<file path="src/rtl/soc_pkg.sv">
// Shared constants and state encodings for the UART program loader.
package soc_pkg;

    localparam logic [7:0] LOADER_SYNC = 8'hA5;

    typedef enum logic [1:0] {IDLE, LEN, DATA, CSUM} loader_state_t;

    typedef enum logic [1:0] {RX_IDLE, RX_START, RX_DATA, RX_STOP} uart_rx_state_t;

endpackage

</file>
<file path="src/rtl/uart_rx.sv">
// 8N1 UART receiver: two-flop synchroniser, mid-bit sampling, one-cycle
// byte_valid or frame_err pulse after the stop-bit sample.
module uart_rx
    import soc_pkg::*;
#(
    parameter int CLKS_PER_BIT = 104
) (
    input  logic       clk,
    input  logic       resetn,
    input  logic       rxd,
    output logic       byte_valid,
    output logic [7:0] byte_data,
    output logic       frame_err
);

    localparam int CW = $clog2(CLKS_PER_BIT);
    localparam logic [CW-1:0] HALF = CW'(CLKS_PER_BIT / 2 - 1);
    localparam logic [CW-1:0] FULL = CW'(CLKS_PER_BIT - 1);

    uart_rx_state_t state, state_next;
    logic           rxd_meta, rxd_sync, rxd_prev;
    logic [CW-1:0]  cnt, cnt_next;
    logic [2:0]     bit_idx, bit_idx_next;
    logic [7:0]     shift, shift_next;
    logic           valid_next, ferr_next;

    assign byte_data = shift;

    always_ff @(posedge clk) begin
        if (!resetn) begin
            rxd_meta   <= 1'b1;
            rxd_sync   <= 1'b1;
            rxd_prev   <= 1'b1;
            state      <= RX_IDLE;
            cnt        <= '0;
            bit_idx    <= '0;
            shift      <= '0;
            byte_valid <= 1'b0;
            frame_err  <= 1'b0;
        end else begin
            rxd_meta   <= rxd;
            rxd_sync   <= rxd_meta;
            rxd_prev   <= rxd_sync;
            state      <= state_next;
            cnt        <= cnt_next;
            bit_idx    <= bit_idx_next;
            shift      <= shift_next;
            byte_valid <= valid_next;
            frame_err  <= ferr_next;
        end
    end

    // A start bit that has gone high again by its mid-point is treated as a glitch.
    always_comb begin
        state_next   = state;
        cnt_next     = cnt + 1'b1;
        bit_idx_next = bit_idx;
        shift_next   = shift;
        valid_next   = 1'b0;
        ferr_next    = 1'b0;
        unique case (state)
            RX_IDLE: begin
                cnt_next = '0;
                if (rxd_prev && !rxd_sync) state_next = RX_START;
            end
            RX_START: begin
                if (cnt == HALF) begin
                    cnt_next     = '0;
                    bit_idx_next = '0;
                    state_next   = rxd_sync ? RX_IDLE : RX_DATA;
                end
            end
            RX_DATA: begin
                if (cnt == FULL) begin
                    cnt_next     = '0;
                    shift_next   = {rxd_sync, shift[7:1]};
                    bit_idx_next = bit_idx + 1'b1;
                    if (bit_idx == 3'd7) state_next = RX_STOP;
                end
            end
            RX_STOP: begin
                if (cnt == FULL) begin
                    cnt_next   = '0;
                    state_next = RX_IDLE;
                    valid_next = rxd_sync;
                    ferr_next  = !rxd_sync;
                end
            end
            default: state_next = RX_IDLE;
        endcase
    end

endmodule

</file>
<file path="src/rtl/uart_prog_loader.sv">
// Loads a framed program image from the UART into BRAM, holding the core in
// reset for the duration of each frame.
module uart_prog_loader
    import soc_pkg::*;
#(
    parameter int CLKS_PER_BIT = 104,
    parameter int ADDR_W       = 8,
    parameter int TIMEOUT_CYC  = 65536
) (
    input  logic              clk,
    input  logic              resetn,
    input  logic              rxd,
    output logic              mem_we,
    output logic [ADDR_W-1:0] mem_addr,
    output logic [31:0]       mem_wdata,
    output logic              core_hold,
    output logic              load_done,
    output logic              load_err
);

    localparam int MEM_WORDS = 2 ** ADDR_W;
    localparam int TW        = $clog2(TIMEOUT_CYC + 1);

    logic       byte_valid, frame_err;
    logic [7:0] byte_data;

    uart_rx #(.CLKS_PER_BIT(CLKS_PER_BIT)) u_rx (
        .clk       (clk),
        .resetn    (resetn),
        .rxd       (rxd),
        .byte_valid(byte_valid),
        .byte_data (byte_data),
        .frame_err (frame_err)
    );

    loader_state_t     state, state_next;
    logic [ADDR_W-1:0] len, len_next, waddr, waddr_next, addr_next;
    logic [1:0]        idx, idx_next;
    logic [23:0]       lanes, lanes_next;
    logic [7:0]        csum, csum_next;
    logic [TW-1:0]     tcnt, tcnt_next;
    logic [31:0]       wdata_next;
    logic              we_next, hold_next, done_next, err_next, abort;

    always_ff @(posedge clk) begin
        if (!resetn) begin
            state     <= IDLE;
            len       <= '0;
            waddr     <= '0;
            idx       <= '0;
            lanes     <= '0;
            csum      <= '0;
            tcnt      <= '0;
            mem_we    <= 1'b0;
            mem_addr  <= '0;
            mem_wdata <= '0;
            core_hold <= 1'b0;
            load_done <= 1'b0;
            load_err  <= 1'b0;
        end else begin
            state     <= state_next;
            len       <= len_next;
            waddr     <= waddr_next;
            idx       <= idx_next;
            lanes     <= lanes_next;
            csum      <= csum_next;
            tcnt      <= tcnt_next;
            mem_we    <= we_next;
            mem_addr  <= addr_next;
            mem_wdata <= wdata_next;
            core_hold <= hold_next;
            load_done <= done_next;
            load_err  <= err_next;
        end
    end

    // tcnt holds the number of cycles since the last byte, so load_err lands
    // exactly TIMEOUT_CYC cycles after it; a simultaneous frame_err is the same abort.
    always_comb begin
        state_next = state;
        len_next   = len;
        waddr_next = waddr;
        idx_next   = idx;
        lanes_next = lanes;
        csum_next  = csum;
        we_next    = 1'b0;
        addr_next  = mem_addr;
        wdata_next = mem_wdata;
        hold_next  = core_hold;
        done_next  = load_done;
        err_next   = load_err;
        tcnt_next  = (byte_valid || state == IDLE) ? TW'(1) : tcnt + 1'b1;
        abort      = (state != IDLE) &&
                     (frame_err || (!byte_valid && tcnt == TW'(TIMEOUT_CYC - 1)));

        if (abort) begin
            state_next = IDLE;
            hold_next  = 1'b0;
            err_next   = 1'b1;
        end else if (byte_valid) begin
            unique case (state)
                IDLE: begin
                    if (byte_data == LOADER_SYNC) begin
                        state_next = LEN;
                        hold_next  = 1'b1;
                        done_next  = 1'b0;
                        err_next   = 1'b0;
                        csum_next  = '0;
                        waddr_next = '0;
                        idx_next   = '0;
                    end
                end
                LEN: begin
                    if (int'(byte_data) >= MEM_WORDS) begin
                        state_next = IDLE;
                        hold_next  = 1'b0;
                        err_next   = 1'b1;
                    end else begin
                        len_next   = ADDR_W'(byte_data);
                        state_next = DATA;
                    end
                end
                DATA: begin
                    csum_next = csum ^ byte_data;
                    idx_next  = idx + 1'b1;
                    if (idx == 2'd3) begin
                        we_next    = 1'b1;
                        addr_next  = waddr;
                        wdata_next = {byte_data, lanes};
                        waddr_next = waddr + 1'b1;
                        if (waddr == len) state_next = CSUM;
                    end else begin
                        lanes_next = {byte_data, lanes[23:8]};
                    end
                end
                CSUM: begin
                    if (byte_data == csum) done_next = 1'b1;
                    else                   err_next  = 1'b1;
                    hold_next  = 1'b0;
                    state_next = IDLE;
                end
                default: state_next = IDLE;
            endcase
        end
    end

endmodule

</file>
<file path="config.mk">
export PLATFORM = sky130hd
export DESIGN_NAME = uart_prog_loader
export DESIGN_NICKNAME = d
export VERILOG_FILES = /design/src/rtl/soc_pkg.sv /design/src/rtl/uart_rx.sv /design/src/rtl/uart_prog_loader.sv
export SDC_FILE = /design/constraint.sdc
export NUM_CORES = 1
export LEC_CHECK = 0
export CAP_MARGIN = 5
export CORE_MARGIN = 2
export CORE_UTILIZATION = 52
export CTS_CLUSTER_DIAMETER = 40
export DETAILED_ROUTE_END_ITERATION = 16
export GPL_TIMING_DRIVEN = 0
export PLACE_DENSITY = 0.75
export REMOVE_ABC_BUFFERS = 1
export SKIP_LAST_GASP = 1
export SYNTH_ARGS = -nofsm -noshare
export SYNTH_HDL_FRONTEND = slang
export SYNTH_HIERARCHICAL = 1
export SYNTH_SLANG_ARGS = --single-unit
</file>
<file path="constraint.sdc">
create_clock -name clk -period 1.9 [get_ports clk]
set_clock_uncertainty 0.05 [all_clocks]
set_input_delay 0.19 -clock clk [delete_from_list [all_inputs] [get_ports clk]]
set_output_delay 0.19 -clock clk [all_outputs]
set_load 0.01 [all_outputs]
</file>
==> flow_summary_export.csv, run 1 <==
group,metric,value,unit
outcome,status,"finished with violations",
outcome,violations,"setup timing",
clocking,hold_buffers,0,
synth,synth_area,5710,um2
timing,setup_viol,14,
min_path,min_from,"rxd",
synth,synth_edf_count,0,
place,io_buffers,46,
finish,multi_input_area,2960,um2
detailed_routing,via_count,4936,
floorplanning,num_rows,38,
global_route,grt_first_pass_wirelength,22000,um
finish,area_delta_synth_final,28.7,%
timing,timing.final.crit_share,111,%
finish,final_util,68.1,%
timing,fmax,474,MHz
timing,period_minus_slack,2.11,ns
clocking,cts_root_buffer,"clkbuf_8",
critical_path,path_class,"reg2reg",
synth,synth_flop_cell,"dfxtp_1",
place,dp_hpwl,7620,um
finish,final_common_cell,"nand2_1",
critical_path,r2r_cells,9,
detailed_routing,drc,0,
global_route,grt_start_max_net_pins,73,
floorplanning,die_w,109,um
clocking,cts.path.max_buffers,2,
synth,async_flop_share,0,%
power_and_ir_drop,p_per_area,907,nW/um2
detailed_routing,antenna_left,0,
timing,tightest_slew,0.698,ns
clocking,cts_buffers,17,
floorplanning,coreArea,10800,um2
global_route,grt_pass1_vias,4788,
synth,yosysWarnings,6,
job,drv_cap,0,
floorplanning,initial_utilization,52.9,%
timing,hold_viol_final,0,
critical_path,cp-start-kind,"register",
detailed_routing,routed_wl,13600,um
finish,n_antenna_cell,0,
floorplanning,fp.dieH,109,um
power_and_ir_drop,power,6660,uW
synth,synth.area.top_cells,"dfxtp_1 (48%), nand2_1 (10%), a21oi_1 (7.4%), mux2i_1 (3.9%), ha_1 (2.8%)",
clocking,clk_latency,0.53,ns
critical_path,worst_setup_path_end_kind,"register",
floorplanning,io_pins,47,
finish,regArea,2790,um2
critical_path,required,2.26,ns
clocking,htree_levels,4,
min_path,hold_end,"u_rx/rxd_meta$_SDFF_PN1_",
timing,whs,0.184,ns
synth,ys_types,51,
detailed_routing,via_per_inst,5.62,
min_path,hold_path_depth,2,
timing,setup_slack,-0.210,ns
place,place.gp.congestion,0.793,
synth,syn-instance-count,663,
min_path,hp-class,"in2reg",
synth,yosysTopAreaCell,"dfxtp_1",
global_route,grt_usage,23.9,%
global_route,globalRouteOverflowTotal,0,
power_and_ir_drop,ir_drop,0.000494,V
global_route,antenna_found_initial,0,
critical_path,r2r-start,"tcnt[8]$_SDFF_PP0_",
place,place_ws,-0.965,ns
clocking,clk_pin_slew,0.06,ns
place,dp_cells,820,
timing,slew_headroom,53.5,%
critical_path,arrival,2.47,ns
clocking,cts_tree,"yes",
floorplanning,fp.dieArea,11800,um2
timing,drv_slew,0,
critical_path,cp_max_fo,4,
detailed_routing,first_pass_iters,6,
finish,fillers,804,
synth,syn_area_per_cell,8.62,um2
finish,drive_gt1_share,16.4,%
timing,rsz0062_at_grt,"true",
clocking,cts_sinks,138,
critical_path,r2r-end,"waddr[1]$_SDFFE_PN0P_",
detailed_routing,wl_per_cell,15.4,um
finish,layout_common_cells,"nand2_1 (155), dfxtp_1 (121), a21oi_1 (79), clkdlybuf4s50_1 (45), nor2_1 (39)",
synth,synth_top_cell_area_share,48.4,%
critical_path,rrSetupSlack,-0.21,ns
synth,ys_ff_latch,138,
detailed_routing,drt-initial-drc-count,277,
finish,fin_cells,879,
power_and_ir_drop,p_leak,0.00250,uW
finish,nNetsFinal,743,
synth,yosysSeqAreaShare,48.4,%
==> routing by layer <==
layer	up-vias	part of all wire, %	GRT usage [%]
li1	2377	-	-
met5	-	0	0
met4	0	3.3	12.8
met1	2366	42	27.4
met3	44	4.2	4.96
met2	149	51	41.7
==> worst max-delay path, stage by stage, from the launching register on <==
cell and delay (ns):
dfxtp_2 0.33, and4_4 0.23, nand4_1 0.17, nor2_2 0.18
ha_2 0.22, nand2b_4 0.06, and3_4 0.20, o2111a_2 0.30
mux2i_1 0.20, nor2_1 0.06
==> how the worst max path moves through the flow <==
stage / endpoint / startpoint / cells after the start / slack (ns)
global route: waddr[3]$_SDFFE_PN0P_ / tcnt[8]$_SDFF_PP0_ / 9 / -0.27
CTS: waddr[6]$_SDFFE_PN0P_ / tcnt[8]$_SDFF_PP0_ / 9 / -0.11
finish: waddr[1]$_SDFFE_PN0P_ / tcnt[8]$_SDFF_PP0_ / 9 / -0.21
floorplan: mem_addr[0]$_SDFFE_PN0P_ / state[0]$_SDFFE_PP0P_ / 7 / -0.84
detailed placement: csum[7]$_SDFFE_PN0P_ / resetn / 6 / -0.96
global placement: csum[7]$_SDFFE_PN0P_ / resetn / 6 / -2.79
==> synth_stat cells, types with 3 or more instances <==
cell / number
ha_1: 13
and2_1: 5
inv_1: 11
nand2b_1: 16
nor2b_1: 10
o31ai_1: 4
nand2_1: 156
xnor2_1: 16
a21oi_1: 84
xor2_1: 14
nor3b_1: 4
nand4_1: 9
nor2_1: 43
nor3_1: 3
a21o_1: 7
or3_1: 5
nand3_1: 16
dfxtp_1: 138
mux2i_1: 22
buf_2: 3
and3_1: 9
o2bb2ai_1: 3
o21ai_0: 8
clkbuf_1: 28
==> through the flow <==
| stage | instance area (um2) | TNS, ns |
|---|---|---|
| 3_5_place_dp | 6280 | -66.45 |
| 4_1_cts | 7250 | -0.559 |
| 6_report | 7350 | -1.41 |
| 5_1_grt | 7350 | -2.91 |
| 2_1_floorplan | 5570 | -44.93 |
| 3_3_place_gp | 6200 | -204.51 |
==> final cells by class <==
class	count	area share (%)
Timing Repair Buffer	73	9.74
Clock buffer	20	6.06
Inverter	12	0.681
Multi-Input combinational cell	485	40.3
Clock inverter	11	2.96
Tap cell	140	2.38
Sequential cell	138	37.9
==> cells by family after synthesis <==
kind of cell | Yosys count | share of synthesized area [%]
AND/OR/NAND/NOR | 288 | 23.6
flip-flops | 138 | 48.4
AO/OA/AOI/OAI | 127 | 13.4
buffers and inverters | 45 | 3.37
XOR/XNOR | 30 | 4.60
multiplexers | 22 | 3.85
adder cells (fa/ha/maj) | 13 | 2.85
==> flip-flops by register name (all words and copies together) (netlist names), 2 cells and up, named ones only <==
register,flops
waddr,8
tcnt,17
len,8
mem_wdata,32
u_rx/byte_data,8
csum,8
u_rx/cnt,7
mem_addr,8
idx,2
lanes,24
state,2
u_rx/bit_idx,3
==> power breakdown <==
part / switching (uW) / total [uW] / internal (uW)
combinational: 53.0 / 76.3 / 23.3
sequential: 5.40 / 2900 / 2900
clock: 1220 / 3680 / 2460
total: 1280 / 6660 / 5380
==> timing repair <==
action,CTS,global route
buffers inserted,21,4
gates resized for setup,36,22
endpoints found under the setup margin,103,97
cloned,5,0
pin swaps,23,13
hold endpoints to repair,0,0
Power figures use the tool's default switching activity.
==> run 2: changes to the inputs <==
--- a/config.mk
+++ b/config.mk
@@ -12,7 +12,6 @@
 export DETAILED_ROUTE_END_ITERATION = 16
 export GPL_TIMING_DRIVEN = 0
 export PLACE_DENSITY = 0.75
-export REMOVE_ABC_BUFFERS = 1
 export SKIP_LAST_GASP = 1
 export SYNTH_ARGS = -nofsm -noshare
 export SYNTH_HDL_FRONTEND = slang
==> run 2 against run 1 <==
Compared with the run above: register-to-register slack gained 0.08 ns; critical endpoint is now waddr[5]$_SDFFE_PN0P_; global-route usage up 1.7 points; critical path depth is the same; flip-flop and latch count did not move; power fell by 5.4%; the run still ends with setup timing left; sequential share of layout area down 0.77 points; final area increased by 2.1%; critical path type unchanged.
==> flow_summary_export.csv, run 2 (same netlist as run 1, synthesis figures left out) <==
group,metric,value,unit
outcome,status,"finished with violations",
outcome,violations,"setup timing",
detailed_routing,drc,0,
global_route,grt_start_max_net_pins,17,
min_path,hold_end,"u_rx/rxd_meta$_SDFF_PN1_",
power_and_ir_drop,pwr-share-seq,46.1,%
critical_path,crit_slowest_cell,"or4_1",
place,dp_hpwl,9350,um
job,drv_cap,0,
critical_path,slowest_delay,0.45,ns
timing,fmax,493,MHz
clocking,cts.path.max_buffers,2,
min_path,hp-class,"in2reg",
power_and_ir_drop,p_sw_share,22.0,%
timing,setup_slack,-0.128,ns
power_and_ir_drop,intPower,4920,uW
floorplanning,die_w,109,um
critical_path,arrival,2.46,ns
timing,hold_viol_final,0,
power_and_ir_drop,p_per_area,840,nW/um2
critical_path,cp-start-kind,"register",
critical_path,cpLargestDelayFamily,"simple AND/OR/NAND/NOR gates",
global_route,globalRouteOverflowTotal,0,
clocking,cts_buffers,17,
clocking,cts_tree,"yes",
place,io_buffers,46,
finish,layout_common_cells,"nand2_1 (155), dfxtp_1 (121), a21oi_1 (83), clkdlybuf4s50_1 (46), nor2_1 (41)",
finish,nNetsFinal,778,
power_and_ir_drop,p_leak,0.00263,uW
finish,drive_gt1_share,17.8,%
detailed_routing,drt-initial-drc-count,256,
critical_path,cp_max_fo,5,
finish,area_delta_synth_final,31.3,%
critical_path,r2r-end,"waddr[5]$_SDFFE_PN0P_",
floorplanning,fp.dieH,109,um
detailed_routing,first_pass_iters,4,
clocking,clk_latency,0.55,ns
timing,rsz0062_at_grt,"true",
global_route,grt_first_pass_wirelength,23500,um
critical_path,critPathBufInv,0,
timing,drv_slew,0,
critical_path,rrSetupSlack,-0.13,ns
critical_path,worst_setup_path_end_kind,"register",
finish,reg_top3,"mem_wdata (32), lanes (24), tcnt (17)",
finish,top_register,"mem_wdata",
timing,tns,-0.704,ns
critical_path,required,2.33,ns
floorplanning,initial_utilization,52.9,%
power_and_ir_drop,ir_drop,0.000731,V
clocking,cts_sinks,138,
place,place.gp.congestion,0.837,
timing,timing.final.crit_share,107,%
timing,tightest_slew,0.617,ns
detailed_routing,via_count,5053,
finish,largest_reg_flops,32,
detailed_routing,via_per_inst,5.52,
finish,final_util,69.5,%
synth,synth_nets,679,
global_route,grt_pass1_vias,4847,
min_path,min_from,"rxd",
power_and_ir_drop,switching_power,1380,uW
finish,n_antenna_cell,0,
timing,slew_headroom,58.9,%
critical_path,r2r_cells,9,
power_and_ir_drop,power,6300,uW
floorplanning,fp.dieArea,11800,um2
critical_path,path_class,"reg2reg",
detailed_routing,wl_per_cell,16.2,um
clocking,clk_pin_slew,0.06,ns
global_route,grt_usage,25.5,%
timing,setup_viol,12,
clocking,htree_levels,4,
power_and_ir_drop,pwr-share-clk,52.6,%
min_path,hold_path_depth,2,
floorplanning,coreArea,10800,um2
power_and_ir_drop,p_comb_share,1.3,%
detailed_routing,antenna_left,0,
floorplanning,io_pins,47,
timing,period_minus_slack,2.03,ns
clocking,cts_root_buffer,"clkbuf_8",
detailed_routing,routed_wl,14800,um
critical_path,r2r-start,"tcnt[8]$_SDFF_PP0_",
global_route,antenna_found_initial,0,
finish,final_common_cell,"nand2_1",
critical_path,worstPathCellList,"and4_4 > nand4_1 > nor2_1 > ha_2 > nand2b_1 > and3_4 > o2111ai_4 > or4_1 > a21oi_1",
floorplanning,num_rows,38,
==> run 2: changes by cell type in the layout (fill, tap and decap cells not counted), sizes merged, moves of 3 or more <==
| cell | previous run | this run |
|---|---|---|
| clkbuf | 20 | 44 |
| inv | 10 | 14 |
| nor2 | 46 | 43 |
| buf | 27 | 43 |
| bufinv | 6 | 2 |
==> run 2: worst max path at each step <==
stage / startpoint / endpoint / slack [ns] / cells after the start
after floorplan: tcnt[3]$_SDFF_PP0_ / waddr[5]$_SDFFE_PN0P_ / 0.01 / 9
after global placement: state[0]$_SDFFE_PP0P_ / lanes[1]$_SDFFE_PN0P_ / -0.27 / 9
after detailed placement: state[0]$_SDFFE_PP0P_ / lanes[3]$_SDFFE_PN0P_ / -0.35 / 9
after CTS: tcnt[8]$_SDFF_PP0_ / waddr[5]$_SDFFE_PN0P_ / -0.11 / 9
after global routing: tcnt[8]$_SDFF_PP0_ / waddr[5]$_SDFFE_PN0P_ / -0.22 / 9
final: tcnt[8]$_SDFF_PP0_ / waddr[5]$_SDFFE_PN0P_ / -0.13 / 9
==> run 2: area by class of cell <==
type / instances / area, um2
plain buffers: 32 / 209
repair buffers: 80 / 733
clock inverters: 11 / 135
clock buffers: 21 / 459
fillers: 829 / 3290
inverters: 12 / 48.8
flip-flops and latches: 138 / 2790
well taps: 140 / 175
multi-input cells: 481 / 2960
==> run 2: per-layer routing <==
metal | global-route usage (%) | part of all wire (%) | vias to the layer above
met1 | 31.0 | 42 | 2443
met4 | 9.52 | 2.6 | 0
met5 | 0 | 0 | -
met2 | 44.0 | 50 | 132
li1 | - | - | 2442
met3 | 6.10 | 5.2 | 36
==> run 2: metrics by stage <==
step	std cells	hold WS (ns)	worst slack [ns]	cell area [um2]
floorplan	663	0.241	0.00990	5730
global placement	849	0.342	-0.270	6370
detailed placement	849	0.362	-0.351	6370
CTS	900	0.145	-0.108	7260
global route	915	0.157	-0.215	7500
finish	915	0.150	-0.128	7500
==> run 2: timing repair <==
| item | in CTS | in global routing |
|---|---|---|
| gates resized for setup | 48 | 43 |
| setup endpoints to repair | 79 | 105 |
| hold buffers | 0 | 0 |
| pin swaps | 9 | 9 |
| buffers inserted | 19 | 14 |
| gates cloned | 1 | 3 |
==> run 2: power by group through the flow <==
stage	clock network (uW)	registers (uW)	logic [uW]
2_1_floorplan	0	2970	51.4
3_3_place_gp	0	2970	74.6
3_5_place_dp	0	2970	77.0
4_1_cts	3330	2900	82.3
5_1_grt	3470	2900	93.0
6_report	3310	2900	83.8
==> run 2: worst reg2reg max path: cells and delay by family (launching register included) <==
family                   cells  cell delay (ns)
AO/OA/AOI/OAI                2             0.30
adder cells (fa/ha/maj)      1             0.16
flip-flops                   1             0.32
AND/OR/NAND/NOR              6             1.14
